[config.mk]
export PLATFORM = sky130hd
export DESIGN_NAME = dvp_pattern_tx_flat
export DESIGN_NICKNAME = d
export VERILOG_FILES = /design/src/rtl/dvp_pkg.sv /design/src/rtl/dvp_pattern_tx_if.sv /design/src/rtl/dvp_pattern_gen.sv /design/src/rtl/dvp_pattern_tx.sv /design/src/flat_wrapper.sv
export SDC_FILE = /design/constraint.sdc
export NUM_CORES = 1
export LEC_CHECK = 0
export BUFFER_PORTS_ARGS = -buffer_cell sky130_fd_sc_hd__buf_4
export CORE_MARGIN = 4
export CORE_UTILIZATION = 35
export CTS_CLUSTER_DIAMETER = 30
export DETAILED_ROUTE_END_ITERATION = 8
export GPL_TIMING_DRIVEN = 0
export PLACE_DENSITY = 0.6
export SYNTH_ARGS = -nofsm -noshare
export SYNTH_HDL_FRONTEND = slang
export SYNTH_SLANG_ARGS = --single-unit
[constraint.sdc]
create_clock -name clk -period 3.6 [get_ports clk]
set_input_delay 0.72 -clock clk [delete_from_list [all_inputs] [get_ports clk]]
set_output_delay 0.72 -clock clk [all_outputs]
set_load 0.02 [all_outputs]
[src/rtl/dvp_pkg.sv]
// Shared encodings, bar colours and frame-geometry helpers for the DVP test-pattern transmitter.
// Pure definitions: no latency and no flow control.
package dvp_pkg;

   typedef enum logic [1:0] {
      PAT_BARS     = 2'd0,
      PAT_GRADIENT = 2'd1,
      PAT_GRID     = 2'd2,
      PAT_FCNT     = 2'd3
   } pattern_e;

   typedef enum logic {
      ST_IDLE = 1'b0,
      ST_RUN  = 1'b1
   } dvp_state_e;

   localparam logic [15:0] BAR_WHITE   = 16'hFFFF;
   localparam logic [15:0] BAR_YELLOW  = 16'hFFE0;
   localparam logic [15:0] BAR_CYAN    = 16'h07FF;
   localparam logic [15:0] BAR_GREEN   = 16'h07E0;
   localparam logic [15:0] BAR_MAGENTA = 16'hF81F;
   localparam logic [15:0] BAR_RED     = 16'hF800;
   localparam logic [15:0] BAR_BLUE    = 16'h001F;
   localparam logic [15:0] BAR_BLACK   = 16'h0000;

   function automatic int line_bytes(input int h_pixel, input int h_blank);
      return 2 * h_pixel + h_blank;
   endfunction

   function automatic int frame_lines(input int v_sync, input int v_bp,
                                      input int v_pixel, input int v_fp);
      return v_sync + v_bp + v_pixel + v_fp;
   endfunction

   function automatic logic [15:0] bar_rgb(input logic [2:0] idx);
      case (idx)
         3'd0:    return BAR_WHITE;
         3'd1:    return BAR_YELLOW;
         3'd2:    return BAR_CYAN;
         3'd3:    return BAR_GREEN;
         3'd4:    return BAR_MAGENTA;
         3'd5:    return BAR_RED;
         3'd6:    return BAR_BLUE;
         default: return BAR_BLACK;
      endcase
   endfunction

   localparam int LINE  = line_bytes(1024, 64);
   localparam int FRAME = frame_lines(2, 4, 768, 4);

endpackage

[src/rtl/dvp_pattern_tx_if.sv]
// DVP sensor pins plus frame status; master drives them, slave samples them.
// Plain wires: no latency, no backpressure (the sensor side never stalls).
interface dvp_pattern_tx_if;
   logic        cam_vsync;
   logic        cam_href;
   logic [7:0]  cam_data;
   logic        frame_done;
   logic [15:0] frame_cnt;

   modport master (output cam_vsync, cam_href, cam_data, frame_done, frame_cnt);
   modport slave  (input  cam_vsync, cam_href, cam_data, frame_done, frame_cnt);
endinterface

[src/rtl/dvp_pattern_gen.sv]
// Combinational RGB565 pattern map from (pattern, x, y, latched frame count) to one pixel.
// Zero latency; no flow control.
module dvp_pattern_gen
   import dvp_pkg::*;
(
   input  pattern_e    pattern,
   input  logic [2:0]  bar,
   input  logic [5:0]  x,
   input  logic [5:0]  y,
   input  logic [4:0]  fcnt,
   output logic [15:0] pix
);

   always_comb begin
      pix = 16'h0000;
      case (pattern)
         PAT_BARS:     pix = bar_rgb(bar);
         PAT_GRADIENT: pix = {x[4:0], y, x[4:0]};
         PAT_GRID:     pix = (x == 6'd0 || y == 6'd0) ? 16'hFFFF : 16'h0000;
         PAT_FCNT:     pix = {fcnt, x, y[4:0]};
         default:      pix = 16'h0000;
      endcase
   end

endmodule

[src/rtl/dvp_pattern_tx.sv]
// OV5640-style DVP transmitter: vsync/href/RGB565 bytes registered one cycle after the h/v counters.
// Free-running source, no backpressure; enable and pattern_sel only take effect at frame start.
module dvp_pattern_tx
   import dvp_pkg::*;
#(
   parameter int H_PIXEL = 1024,
   parameter int V_PIXEL = 768,
   parameter int H_BLANK = 64,
   parameter int V_SYNC  = 2,
   parameter int V_BP    = 4,
   parameter int V_FP    = 4
) (
   input  logic             clk,
   input  logic             rst_n,
   input  logic             enable,
   input  logic [1:0]       pattern_sel,
   dvp_pattern_tx_if.master cam
);

   localparam int LINE_LEN  = line_bytes(H_PIXEL, H_BLANK);
   localparam int FRAME_LEN = frame_lines(V_SYNC, V_BP, V_PIXEL, V_FP);
   localparam int HCW       = $clog2(LINE_LEN);
   localparam int VCW       = $clog2(FRAME_LEN);
   localparam int XW        = $clog2(H_PIXEL);
   localparam int ACT_START = V_SYNC + V_BP;
   localparam int ACT_END   = ACT_START + V_PIXEL;

   dvp_state_e     state, state_nxt;
   logic [HCW-1:0] h_cnt, h_nxt;
   logic [VCW-1:0] v_cnt, v_nxt;
   pattern_e       sel_q, sel_nxt;
   logic [4:0]     fcnt_lat, fcnt_nxt;
   logic [15:0]    frame_cnt_q;
   logic           vsync_q, href_q, done_q;
   logic [7:0]     data_q;

   logic           line_end, frame_end, run;
   logic           vsync_c, href_c, done_c;
   logic [7:0]     byte_c;
   logic [5:0]     x_lo, y_lo;
   logic [2:0]     bar;
   logic [15:0]    pix;

   assign line_end  = (h_cnt == HCW'(LINE_LEN - 1));
   assign frame_end = line_end && (v_cnt == VCW'(FRAME_LEN - 1));

   always_ff @(posedge clk or negedge rst_n) begin
      if (!rst_n) state <= ST_IDLE;
      else        state <= state_nxt;
   end

   always_comb begin
      state_nxt = state;
      h_nxt     = h_cnt;
      v_nxt     = v_cnt;
      sel_nxt   = sel_q;
      fcnt_nxt  = fcnt_lat;
      case (state)
         ST_IDLE: begin
            h_nxt = '0;
            v_nxt = '0;
            if (enable) begin
               state_nxt = ST_RUN;
               sel_nxt   = pattern_e'(pattern_sel);
               fcnt_nxt  = frame_cnt_q[4:0];
            end
         end
         ST_RUN: begin
            if (!line_end) begin
               h_nxt = h_cnt + HCW'(1);
            end else begin
               h_nxt = '0;
               if (!frame_end) begin
                  v_nxt = v_cnt + VCW'(1);
               end else begin
                  v_nxt = '0;
                  if (enable) begin
                     sel_nxt  = pattern_e'(pattern_sel);
                     fcnt_nxt = frame_cnt_q[4:0];
                  end else begin
                     state_nxt = ST_IDLE;
                  end
               end
            end
         end
         default: state_nxt = ST_IDLE;
      endcase
   end

   // Pixel coordinates; x/y are cut down to the bits any pattern consumes.
   assign run    = (state == ST_RUN);
   assign x_lo   = 6'(h_cnt >> 1);
   assign bar    = 3'(h_cnt >> (XW - 2));
   assign y_lo   = 6'(int'(v_cnt) - ACT_START);
   assign vsync_c = run && (int'(v_cnt) < V_SYNC);
   assign href_c  = run && (int'(v_cnt) >= ACT_START) && (int'(v_cnt) < ACT_END)
                    && (int'(h_cnt) < 2 * H_PIXEL);
   // First blank byte of the last active line: its registered copy lands just after the final byte.
   assign done_c  = run && (int'(v_cnt) == ACT_END - 1) && (int'(h_cnt) == 2 * H_PIXEL);
   assign byte_c  = !href_c ? 8'h00 : (h_cnt[0] ? pix[7:0] : pix[15:8]);

   dvp_pattern_gen u_gen (
      .pattern (sel_q),
      .bar     (bar),
      .x       (x_lo),
      .y       (y_lo),
      .fcnt    (fcnt_lat),
      .pix     (pix)
   );

   always_ff @(posedge clk or negedge rst_n) begin
      if (!rst_n) begin
         h_cnt       <= '0;
         v_cnt       <= '0;
         sel_q       <= PAT_BARS;
         fcnt_lat    <= '0;
         frame_cnt_q <= '0;
         vsync_q     <= 1'b0;
         href_q      <= 1'b0;
         data_q      <= 8'h00;
         done_q      <= 1'b0;
      end else begin
         h_cnt    <= h_nxt;
         v_cnt    <= v_nxt;
         sel_q    <= sel_nxt;
         fcnt_lat <= fcnt_nxt;
         vsync_q  <= vsync_c;
         href_q   <= href_c;
         data_q   <= byte_c;
         done_q   <= done_c;
         if (done_c) frame_cnt_q <= frame_cnt_q + 16'd1;
      end
   end

   assign cam.cam_vsync  = vsync_q;
   assign cam.cam_href   = href_q;
   assign cam.cam_data   = data_q;
   assign cam.frame_done = done_q;
   assign cam.frame_cnt  = frame_cnt_q;

endmodule

[src/flat_wrapper.sv]
// flat-port wrapper written by rule: the top's interface ports become plain ports
module dvp_pattern_tx_flat import dvp_pkg::*;
#(
   parameter int H_PIXEL = 1024,
   parameter int V_PIXEL = 768,
   parameter int H_BLANK = 64,
   parameter int V_SYNC  = 2,
   parameter int V_BP    = 4,
   parameter int V_FP    = 4
)
  (clk, rst_n, enable, pattern_sel, cam_cam_vsync, cam_cam_href, cam_cam_data, cam_frame_done, cam_frame_cnt);
  dvp_pattern_tx_if cam_i ();
  input  logic clk;
  input  logic rst_n;
  input  logic enable;
  input  logic [1:0] pattern_sel;
  output wire logic [$bits(cam_i.cam_vsync)-1:0] cam_cam_vsync;
  output wire logic [$bits(cam_i.cam_href)-1:0] cam_cam_href;
  output wire logic [$bits(cam_i.cam_data)-1:0] cam_cam_data;
  output wire logic [$bits(cam_i.frame_done)-1:0] cam_frame_done;
  output wire logic [$bits(cam_i.frame_cnt)-1:0] cam_frame_cnt;
  assign cam_cam_vsync = cam_i.cam_vsync;
  assign cam_cam_href = cam_i.cam_href;
  assign cam_cam_data = cam_i.cam_data;
  assign cam_frame_done = cam_i.frame_done;
  assign cam_frame_cnt = cam_i.frame_cnt;
  dvp_pattern_tx #(.H_PIXEL(H_PIXEL), .V_PIXEL(V_PIXEL), .H_BLANK(H_BLANK), .V_SYNC(V_SYNC), .V_BP(V_BP), .V_FP(V_FP)) u_core (.clk(clk), .rst_n(rst_n), .enable(enable), .pattern_sel(pattern_sel), .cam(cam_i));
endmodule
==> flow_metrics.env, run 1 <==
export IMPL_status="completed"
export IMPL_synth_simple_area_share_pct=24.33
export IMPL_fin_tns_setup_ns=0
export IMPL_yosys_warnings=0
export IMPL_drt_iter0_markers=110
export IMPL_synth_seq_area_share_pct=47.90
export IMPL_nNetsFinal=353
export IMPL_cp_depth=6
export IMPL_cts_root_buf="clkbuf_8"
export IMPL_cp_slowest_stage_delay_ns=0.64
export IMPL_synth_avg_cell_area_sq_um=9.959
export IMPL_power_frac_comb_pct=1.2
export IMPL_path_clk_slew_ns=0.07
export IMPL_grt_first_pass_wirelength_microns=10830
export IMPL_layout_drive_gt1_share_pct=18.50
export IMPL_fmax_mhz=365.5
export IMPL_cts_tree="built"
export IMPL_worst_pin_slew_ns=1.249
export IMPL_fillers=831
export IMPL_power_total_w=0.001268
export IMPL_period_share_pct=76.00
export IMPL_grt_util_met3_pct=3.753
export IMPL_cts_setup_buffers=0
export IMPL_io_pins=32
export IMPL_hold_class="input port to async pin"
export IMPL_critPathKind="flop to flop"
export IMPL_drc=0
export IMPL_place_ws_ns=0.8700
export IMPL_p_switching_w=0.0002856
export IMPL_cellInternalPower_w=0.0009819
export IMPL_finalHoldViolations=0
export IMPL_num_rows=33
export IMPL_port_buffers=31
export IMPL_syn_area_sq_mm=0.002978
export IMPL_hold_slack_ns=0.4276
export IMPL_grt_antenna_before_repair=0
export IMPL_r2r_start="u_core.h_cnt[2]"
export IMPL_cts_hold_buffers=0
export IMPL_maxCapViolations=0
export IMPL_power_share_switching_pct=22.53
export IMPL_globalRoute_totalOverflow=0
export IMPL_slew_headroom_pct=15.99
export IMPL_dp_hpwl_microns=4623
export IMPL_initial_utilization_pct=36.06
export IMPL_synth_fa_ha_area_share_pct=2.941
export IMPL_reg2regPathDepth=6
export IMPL_dr_pass1_iters=4
export IMPL_clock_path_buffers=2
export IMPL_crit_start="u_core.h_cnt[2]"
export IMPL_synth_compound_area_share_pct=7.017
export IMPL_gp_congestion=0.9214
export IMPL_die_height_microns=100.2
export IMPL_worst_r2r_setup_slack_ns=0.86
export IMPL_leakagePower_nw=1.670
export IMPL_ir_worst_vdd_v=0.0001802
export IMPL_ys_types=42
export IMPL_cp_max_fo=8
export IMPL_path_cells="clkbuf_1 > or4_1 > nor4_1 > and2_1 > clkbuf_1 > mux2_2"
export IMPL_viasPerCell=5.135
export IMPL_arrival_ns=2.96
export IMPL_busiest_layer="met2"
export IMPL_power_frac_seq_pct=50.5
export IMPL_cpLargestDelayFamily="simple AND/OR/NAND/NOR gates"
export IMPL_fin_worst_skew_ns=0.01349
export IMPL_synth_fp_nets=311
export IMPL_p_per_area_mw_per_mm2=357.4
export IMPL_path_buf_inv=2
export IMPL_post_route_min_period_ns=2.736
export IMPL_clkPwrFrac_pct=48.3
export IMPL_synth_top_family_by_area="simple AND/OR/NAND/NOR gates"
export IMPL_setup_viol=0
export IMPL_drtAntennaViolNets=0
export IMPL_die_area_sq_mm=0.01005
export IMPL_clk_latency_ns=0.34
export IMPL_die_w_microns=100.2
export IMPL_cts_resized=0
export IMPL_slowest_stage="nor4_1"
export IMPL_synthMuxAreaShare_pct=3.824
export IMPL_required_ns=3.82
export IMPL_syn_to_final_growth_pct=19.12
export IMPL_core_area_sq_mm=0.008258
export IMPL_finalMaxSlewViolations=0
export IMPL_end_kind="flop"
export IMPL_vias=2316
export IMPL_worstSetupEndpoint="u_core.cam.frame_cnt[1]"
export IMPL_ys_seq_elements=57
export IMPL_cts_htree_levels=3
export IMPL_wl_per_cell_microns=14.20
export IMPL_met2_usage_pct=19.72
export IMPL_start_kind="flop"
export IMPL_r2r_end="u_core.cam.frame_cnt[1]"
export IMPL_cpMostUsedCell="clkbuf_1"
export IMPL_grt_use_total_pct=13.65
export IMPL_grt_start_max_net_pins=58
export IMPL_cts_buffers_inserted=9
export IMPL_layout_setup_ws_ns=0.8641
export IMPL_rsz0062_at_grt="no"
export IMPL_grt_use_met1_pct=19.34
export IMPL_antennaDiodeCount=0
export IMPL_cts_sinks=57
export IMPL_syn_instance_count=299
export IMPL_grt_pass1_vias=2172
export IMPL_synth_xor_area_share_pct=10.59
export IMPL_wirelength_microns=6406
-- synthesized netlist by cell type --
cell	instances	area, sq um
or4b_2	1	10.01
o21ai_0	4	20.02
mux2i_1	2	20.02
o41ai_1	1	8.760
nor3b_1	1	7.510
xnor2_1	17	148.9
buf_6	1	11.26
or4_4	1	11.26
nand2_4	1	11.26
nor2_1	33	123.9
or2b_1	1	7.510
o22ai_1	3	18.77
mux2_4	1	15.01
xor2_1	19	166.4
nor2b_1	3	18.77
nand3_1	19	95.09
a21oi_1	12	60.06
nand2b_1	3	18.77
or2_2	3	18.77
o31ai_4	1	21.27
inv_1	12	45.04
ha_1	7	87.58
a21o_1	1	7.510
nand4b_1	2	17.52
a2bb2oi_1	3	26.28
or3_1	1	6.260
nand2_1	14	52.55
nor3_1	5	25.02
clkbuf_1	11	41.29
and3_1	8	50.05
mux2_2	7	78.83
clkinv_1	1	3.750
or4b_4	1	13.76
and4_1	2	17.52
nand4_1	22	137.6
nor4b_1	1	8.760
o211ai_1	5	37.54
or4_1	3	22.52
and2_1	5	31.28
o2111ai_1	1	8.760
dfrtp_1	57	1426
nor4_1	3	18.77
-- registers in the layout, summed over array words and instances, names as in the netlist --
signal / flops
u_core.cam.cam_data: 8
u_core.cam.cam_href: 1
u_core.cam.cam_vsync: 1
u_core.cam.frame_cnt: 16
u_core.cam.frame_done: 1
u_core.fcnt_lat: 5
u_core.h_cnt: 12
u_core.run: 1
u_core.sel_q: 2
u_core.v_cnt: 10
-- cell type report --
type	instances	area, sq um	share of cell area [%]
Multi-Input combinational cell	217	1450	40.88
Sequential cell	57	1426	40.21
Timing Repair Buffer	31	232.7	6.561
Clock buffer	10	137.6	3.880
Tap cell	105	131.4	3.704
Clock inverter	6	67.56	1.905
Buffer	12	52.55	1.481
Inverter	13	48.80	1.376
-- layout by cell type, fill, tap and decap left out, types with 7 or more instances in the layout --
cell type   n
nand2_1    14
nor2_1     33
a21oi_1    12
dfrtp_1    57
xnor2_1    17
inv_1      12
and3_1      8
ha_1        7
xor2_1     19
mux2_2      7
buf_4      31
nand3_1    19
clkbuf_8   10
clkbuf_1   11
nand4_1    22
-- metrics by stage --
stage	utilization (%)	area, sq um	instances
after floorplan	-	2978	299
after global placement	40.47	3342	435
after detailed placement	40.47	3342	435
after CTS	42.95	3547	451
after global routing	42.95	3547	451
final	42.95	3547	451
-- power groups by stage --
stage	Combinational (W)	Sequential [W]	Clock (W)
3_3_place_gp	0.0000167	0.000652	0
4_1_cts	0.0000171	0.000640	0.000631
5_1_grt	0.0000189	0.000640	0.000667
3_5_place_dp	0.0000171	0.000652	0
2_1_floorplan	0.000000100	0.000653	0
6_report	0.0000156	0.000640	0.000612
-- cells by family after synthesis --
group / count (synthesis)
and+or+nand+nor: 133
DFF: 57
xor gates and xnor gates: 36
AOI/OAI and AO/OA: 31
buffers and inverters: 25
muxes: 10
adders and majority gates: 7
-- worst min-delay path by stage --
stage | start | end | slack (ns) | depth (start not counted)
floorplan | rst_n | u_core.cam.cam_data[0] | 0.42 | 0
global placement | u_core.cam.frame_cnt[15] | u_core.cam.frame_cnt[15] | 0.47 | 1
detailed placement | u_core.cam.frame_cnt[15] | u_core.cam.frame_cnt[15] | 0.47 | 1
CTS | rst_n | u_core.cam.frame_cnt[5] | 0.45 | 1
global route | rst_n | u_core.cam.frame_cnt[4] | 0.47 | 1
finish | rst_n | u_core.cam.frame_cnt[4] | 0.43 | 1
-- routing by layer --
metal	part of all wire, %	vias up
met1	50	1123
met2	45	47
li1	-	1139
met3	3.5	7
met4	1.4	0
met5	0	-
No activity file was read; power rests on OpenSTA's default activity.
==> run 2: changes to the inputs <==
==> constraint.sdc (replaced) <==
create_clock -name clk -period 2.72 [get_ports clk]
set_input_delay 0.544 -clock clk [delete_from_list [all_inputs] [get_ports clk]]
set_output_delay 0.544 -clock clk [all_outputs]
set_load 0.02 [all_outputs]
==> flow_metrics.env, run 2 (synthesized netlist as in run 1, its figures left out) <==
export IMPL_fmax_mhz=388.2
export IMPL_grt_start_max_net_pins=58
export IMPL_layout_drive_gt1_share_pct=19.88
export IMPL_slew_headroom_pct=52.82
export IMPL_routed_wl_met3_microns=237
export IMPL_globalRoute_totalOverflow=0
export IMPL_num_rows=33
export IMPL_post_route_min_period_ns=2.576
export IMPL_dp_cells=435
export IMPL_layout_setup_ws_ns=0.1441
export IMPL_worst_pin_slew_ns=0.7077
export IMPL_wl_per_cell_microns=14.30
export IMPL_start_kind="flop"
export IMPL_critPathKind="flop to flop"
export IMPL_power_share_switching_pct=22.57
export IMPL_drt_met1_wl_microns=3253
export IMPL_ir_worst_vdd_v=0.0002384
export IMPL_clk_latency_ns=0.34
export IMPL_cts_tree="built"
export IMPL_path_clk_slew_ns=0.07
export IMPL_cts_sinks=57
export IMPL_io_pins=32
export IMPL_drtAntennaViolNets=0
export IMPL_setup_viol=0
export IMPL_path_buf_inv=2
export IMPL_grt_use_total_pct=13.66
export IMPL_p_switching_w=0.0003789
export IMPL_grt_first_pass_wirelength_microns=10840
export IMPL_cts_hold_buffers=0
export IMPL_viasPerCell=5.115
export IMPL_seq_area_sq_mm=0.001426
export IMPL_post_route_util_pct=43.35
export IMPL_path_cells="clkbuf_1 > or4_1 > nor4_2 > and2_1 > clkbuf_1 > mux2_2"
export IMPL_period_share_pct=94.70
export IMPL_largest_register_ffs=16
export IMPL_top_layer="met4"
export IMPL_gp_congestion=0.9214
export IMPL_finalHoldViolations=0
export IMPL_hold_class="input port to async pin"
export IMPL_wirelength_microns=6465
export IMPL_leakagePower_nw=1.683
export IMPL_drt_iter0_markers=99
export IMPL_finalMaxSlewViolations=0
export IMPL_power_frac_seq_pct=50.5
export IMPL_end_kind="flop"
export IMPL_dr_pass1_iters=4
export IMPL_power_total_w=0.001678
export IMPL_clock_path_buffers=2
export IMPL_die_area_sq_mm=0.01005
export IMPL_cellInternalPower_w=0.001300
export IMPL_multi_input_area_sq_mm=0.001475
export IMPL_stdcell_count=452
export IMPL_power_frac_comb_pct=1.2
export IMPL_place_ws_ns=-0.01003
export IMPL_syn_to_final_growth_pct=20.21
export IMPL_initial_utilization_pct=36.06
export IMPL_cpLargestDelayFamily="simple AND/OR/NAND/NOR gates"
export IMPL_drc=0
export IMPL_antennaDiodeCount=0
export IMPL_final_common_cell="dfrtp_1"
export IMPL_grt_antenna_before_repair=0
export IMPL_clkPwrFrac_pct=48.3
export IMPL_status="completed"
export IMPL_cts_buffers_inserted=9
export IMPL_rsz0062_at_grt="yes"
export IMPL_cts_root_buf="clkbuf_8"
export IMPL_cp_slowest_stage_delay_ns=0.63
export IMPL_dp_hpwl_microns=4623
export IMPL_route_met2_wl_microns=2883
export IMPL_cp_max_fo=8
export IMPL_fin_worst_skew_ns=0.01312
export IMPL_slowest_stage="or4_1"
export IMPL_die_w_microns=100.2
export IMPL_die_height_microns=100.2
export IMPL_nNetsFinal=354
export IMPL_cpMostUsedCell="clkbuf_1"
export IMPL_core_area_sq_mm=0.008258
export IMPL_required_ns=2.95
export IMPL_fillers=827
export IMPL_mostFrequentLayoutCells="dfrtp_1, nor2_1, buf_4"
export IMPL_arrival_ns=2.80
export IMPL_cts_htree_levels=3
export IMPL_grt_pass1_vias=2175
export IMPL_port_buffers=31
export IMPL_maxCapViolations=0
export IMPL_vias=2312
export IMPL_p_per_area_mw_per_mm2=468.9
run 2: cell types whose count changed in the layout (fill, tap and decap cells not counted), sizes merged:
cell  delta
buf      +1
run 2: layout make-up:
type | instances | share of cell area (%)
Clock buffer | 10 | 3.845
Sequential cell | 57 | 39.85
Buffer | 12 | 1.468
Clock inverter | 6 | 1.887
Timing Repair Buffer | 32 | 6.711
Multi-Input combinational cell | 217 | 41.21
Tap cell | 105 | 3.670
Inverter | 13 | 1.363
run 2: repair_timing:
action,CTS,global route
gates resized for setup,1,3
pin swaps,0,1
endpoints found under the setup margin,1,28
cloned,0,0
setup buffers,0,1
hold endpoints to repair,0,0
run 2: power groups by stage:
stage	Combinational [W]	Clock [W]	Sequential [W]
2_1_floorplan	0.000000132	0	0.000864
3_3_place_gp	0.0000221	0	0.000863
3_5_place_dp	0.0000226	0	0.000863
4_1_cts	0.0000227	0.000835	0.000847
5_1_grt	0.0000251	0.000883	0.000847
6_report	0.0000206	0.000811	0.000847
run 2: per-layer routing:
| layer | vias up | GRT usage [%] |
|---|---|---|
| met5 | - | 0 |
| met4 | 0 | 5.285 |
| met3 | 7 | 3.753 |
| met2 | 41 | 19.72 |
| met1 | 1125 | 19.38 |
| li1 | 1139 | - |
run 2: stage by stage:
| step | TNS, ns | hold WS [ns] | instance area, sq um |
|---|---|---|---|
| after floorplan | 0 | 0.2484 | 2978 |
| after global placement | -0.05914 | 0.4650 | 3342 |
| after detailed placement | -0.01003 | 0.4675 | 3342 |
| after CTS | 0 | 0.2781 | 3553 |
| after global routing | -0.007354 | 0.2971 | 3580 |
| final | 0 | 0.2495 | 3580 |
run 2: worst paths after layout:
| check | startpoint | to | slack, ns | depth (start not counted) |
|---|---|---|---|---|
| setup / recovery | u_core.h_cnt[2] | u_core.cam.frame_cnt[1] | 0.14 | 6 |
| hold / removal | rst_n | u_core.cam.frame_cnt[4] | 0.25 | 1 |
| setup reg to reg | u_core.h_cnt[2] | u_core.cam.frame_cnt[1] | 0.14 | 6 |
| hold reg to reg | u_core.cam.frame_cnt[15] | u_core.cam.frame_cnt[15] | 0.47 | 1 |
| max in group asynchronous | rst_n | u_core.v_cnt[2] | 2.00 | 1 |
| min in group clk | enable | u_core.run | 0.42 | 2 |
==> run 3: changes to the inputs <==
--- a/config.mk
+++ b/config.mk
@@ -6,7 +6,7 @@
 export NUM_CORES = 1
 export LEC_CHECK = 0
 export BUFFER_PORTS_ARGS = -buffer_cell sky130_fd_sc_hd__buf_4
-export CORE_MARGIN = 4
+export CORE_MARGIN = 3
 export CORE_UTILIZATION = 35
 export CTS_CLUSTER_DIAMETER = 30
 export DETAILED_ROUTE_END_ITERATION = 8
==> flow_metrics.env, run 3 (synthesized netlist as in run 1, its figures left out) <==
export IMPL_status="completed"
export IMPL_cts_tree="built"
export IMPL_cts_hold_buffers=0
export IMPL_final_cell_area_sq_mm=0.003571
export IMPL_path_cells="buf_6 > or4_4 > or4b_4 > o31ai_4 > nand2_4 > mux2_4"
export IMPL_fmax_mhz=393.6
export IMPL_finalMaxSlewViolations=0
export IMPL_stdcell_count=452
export IMPL_worst_r2r_setup_slack_ns=0.18
export IMPL_mostFrequentLayoutCells="dfrtp_1, nor2_1, buf_4"
export IMPL_io_pins=32
export IMPL_wirelength_microns=6459
export IMPL_syn_to_final_growth_pct=19.92
export IMPL_die_height_microns=98.24
export IMPL_port_buffers=31
export IMPL_wl_per_cell_microns=14.29
export IMPL_die_area_sq_mm=0.009651
export IMPL_dp_hpwl_microns=4569
export IMPL_required_ns=2.95
export IMPL_gp_congestion=0.9567
export IMPL_viasPerCell=5.137
export IMPL_setup_viol=0
export IMPL_layout_drive_gt1_share_pct=20.46
export IMPL_critPathKind="flop to flop"
export IMPL_cts_sinks=57
export IMPL_maxCapViolations=0
export IMPL_antennaDiodeCount=0
export IMPL_cts_root_buf="clkbuf_8"
export IMPL_crit_start="u_core.v_cnt[4]"
export IMPL_cp_max_fo=8
export IMPL_end_kind="flop"
export IMPL_grt_antenna_before_repair=0
export IMPL_fin_tns_setup_ns=0
export IMPL_die_w_microns=98.24
export IMPL_grt_start_max_net_pins=58
export IMPL_ir_worst_vdd_v=0.0002621
export IMPL_rsz0062_at_grt="no"
export IMPL_reg2regPathDepth=6
export IMPL_p_per_area_mw_per_mm2=455.6
export IMPL_initial_utilization_pct=36.06
export IMPL_grt_pass1_vias=2252
export IMPL_worst_pin_slew_ns=0.7228
export IMPL_finalHoldViolations=0
export IMPL_hold_slack_ns=0.2520
export IMPL_path_clk_slew_ns=0.07
export IMPL_vias=2322
export IMPL_r2r_start="u_core.v_cnt[4]"
export IMPL_leakagePower_nw=1.684
export IMPL_final_common_cell="dfrtp_1"
export IMPL_cts_buffers_inserted=9
export IMPL_hold_class="input port to async pin"
export IMPL_fin_worst_skew_ns=0.01478
export IMPL_dpl_cell_area_sq_mm=0.003342
export IMPL_slew_headroom_pct=51.42
export IMPL_drtAntennaViolNets=0
export IMPL_start_kind="flop"
export IMPL_post_route_min_period_ns=2.541
export IMPL_cp_slowest_stage_delay_ns=0.59
export IMPL_power_total_w=0.001627
export IMPL_slowest_stage="or4_4"
export IMPL_period_share_pct=93.41
export IMPL_globalRoute_totalOverflow=0
export IMPL_grt_use_total_pct=14.22
export IMPL_largest_register_ffs=16
export IMPL_nNetsFinal=355
export IMPL_worstSetupEndpoint="u_core.fcnt_lat[3]"
export IMPL_cts_htree_levels=3
export IMPL_drt_iter0_markers=135
export IMPL_arrival_ns=2.77
export IMPL_num_rows=33
export IMPL_dr_pass1_iters=4
export IMPL_clock_path_buffers=2
export IMPL_r2r_end="u_core.fcnt_lat[3]"
export IMPL_fillers=816
export IMPL_grt_first_pass_wirelength_microns=11120
export IMPL_clk_latency_ns=0.34
export IMPL_drc=0
export IMPL_core_area_sq_mm=0.008258
export IMPL_dp_cells=435
run 3: changes by cell type in the layout (fill, tap and decap cells not counted), sizes merged:
| cell | before | now |
|---|---|---|
| buf | 33 | 34 |
| clkbuf | 21 | 20 |
run 3: layout make-up:
type	instances	area, sq um	area share (%)
plain buffers	12	56.30	1.577
clock buffers	9	123.9	3.469
clock inverters	6	60.06	1.682
inverters	13	48.80	1.367
multi-input cells	217	1476	41.35
flip-flops and latches	57	1426	39.94
well taps	105	131.4	3.679
repair buffers	33	247.7	6.938
run 3: worst max-delay path: cells and delay by family (launching register included):
kind | cells | cell delay [ns]
mux | 1 | 0.31
flops | 1 | 0.37
buf+inv | 1 | 0.14
compound gates | 1 | 0.32
simple gates | 3 | 1.30
run 3: where the power goes:
| group | leakage (nW) | switching, W | total (W) | internal (W) |
|---|---|---|---|---|
| clock | 0.0909 | 0.000347 | 0.000759 | 0.000412 |
| sequential | 0.772 | 0 | 0.000848 | 0.000848 |
| combinational | 0.822 | 0.0000170 | 0.0000207 | 0.00000374 |
| total | 1.68 | 0.000364 | 0.00163 | 0.00126 |
run 3: worst min-delay path by stage:
| stage | start | end | slack [ns] | cells after the start |
|---|---|---|---|---|
| finish | rst_n | u_core.cam.frame_cnt[4] | 0.25 | 1 |
| global route | rst_n | u_core.cam.cam_data[7] | 0.31 | 1 |
| CTS | rst_n | u_core.cam.frame_cnt[0] | 0.28 | 1 |
| detailed placement | u_core.cam.frame_cnt[15] | u_core.cam.frame_cnt[15] | 0.47 | 1 |
| global placement | u_core.cam.frame_cnt[15] | u_core.cam.frame_cnt[15] | 0.47 | 1 |
| floorplan | rst_n | u_core.cam.cam_data[0] | 0.25 | 0 |
run 3: repair_timing:
| action | in CTS | in global routing |
|---|---|---|
| gates resized for setup | 2 | 7 |
| cloned | 0 | 0 |
| setup endpoints to repair | 2 | 18 |
| pin swaps | 0 | 1 |
| endpoints found under the hold margin | 0 | 0 |
| buffers inserted | 0 | 2 |
run 3: metrics by stage:
step,setup slack [ns],utilization [%]
finish,0.1792,43.24
global route,0.04470,43.24
CTS,0.02269,42.79
detailed placement,-0.03121,40.47
global placement,-0.05070,40.47
floorplan,0.2476,-
run 3: per-layer routing:
metal / vias up / routed length [microns] / global-route usage, %
met5: - / 0 / 0
met4: 0 / 99 / 4.832
met3: 10 / 233 / 3.429
met2: 44 / 2931 / 21.20
met1: 1124 / 3194 / 20.26
li1: 1144 / - / -
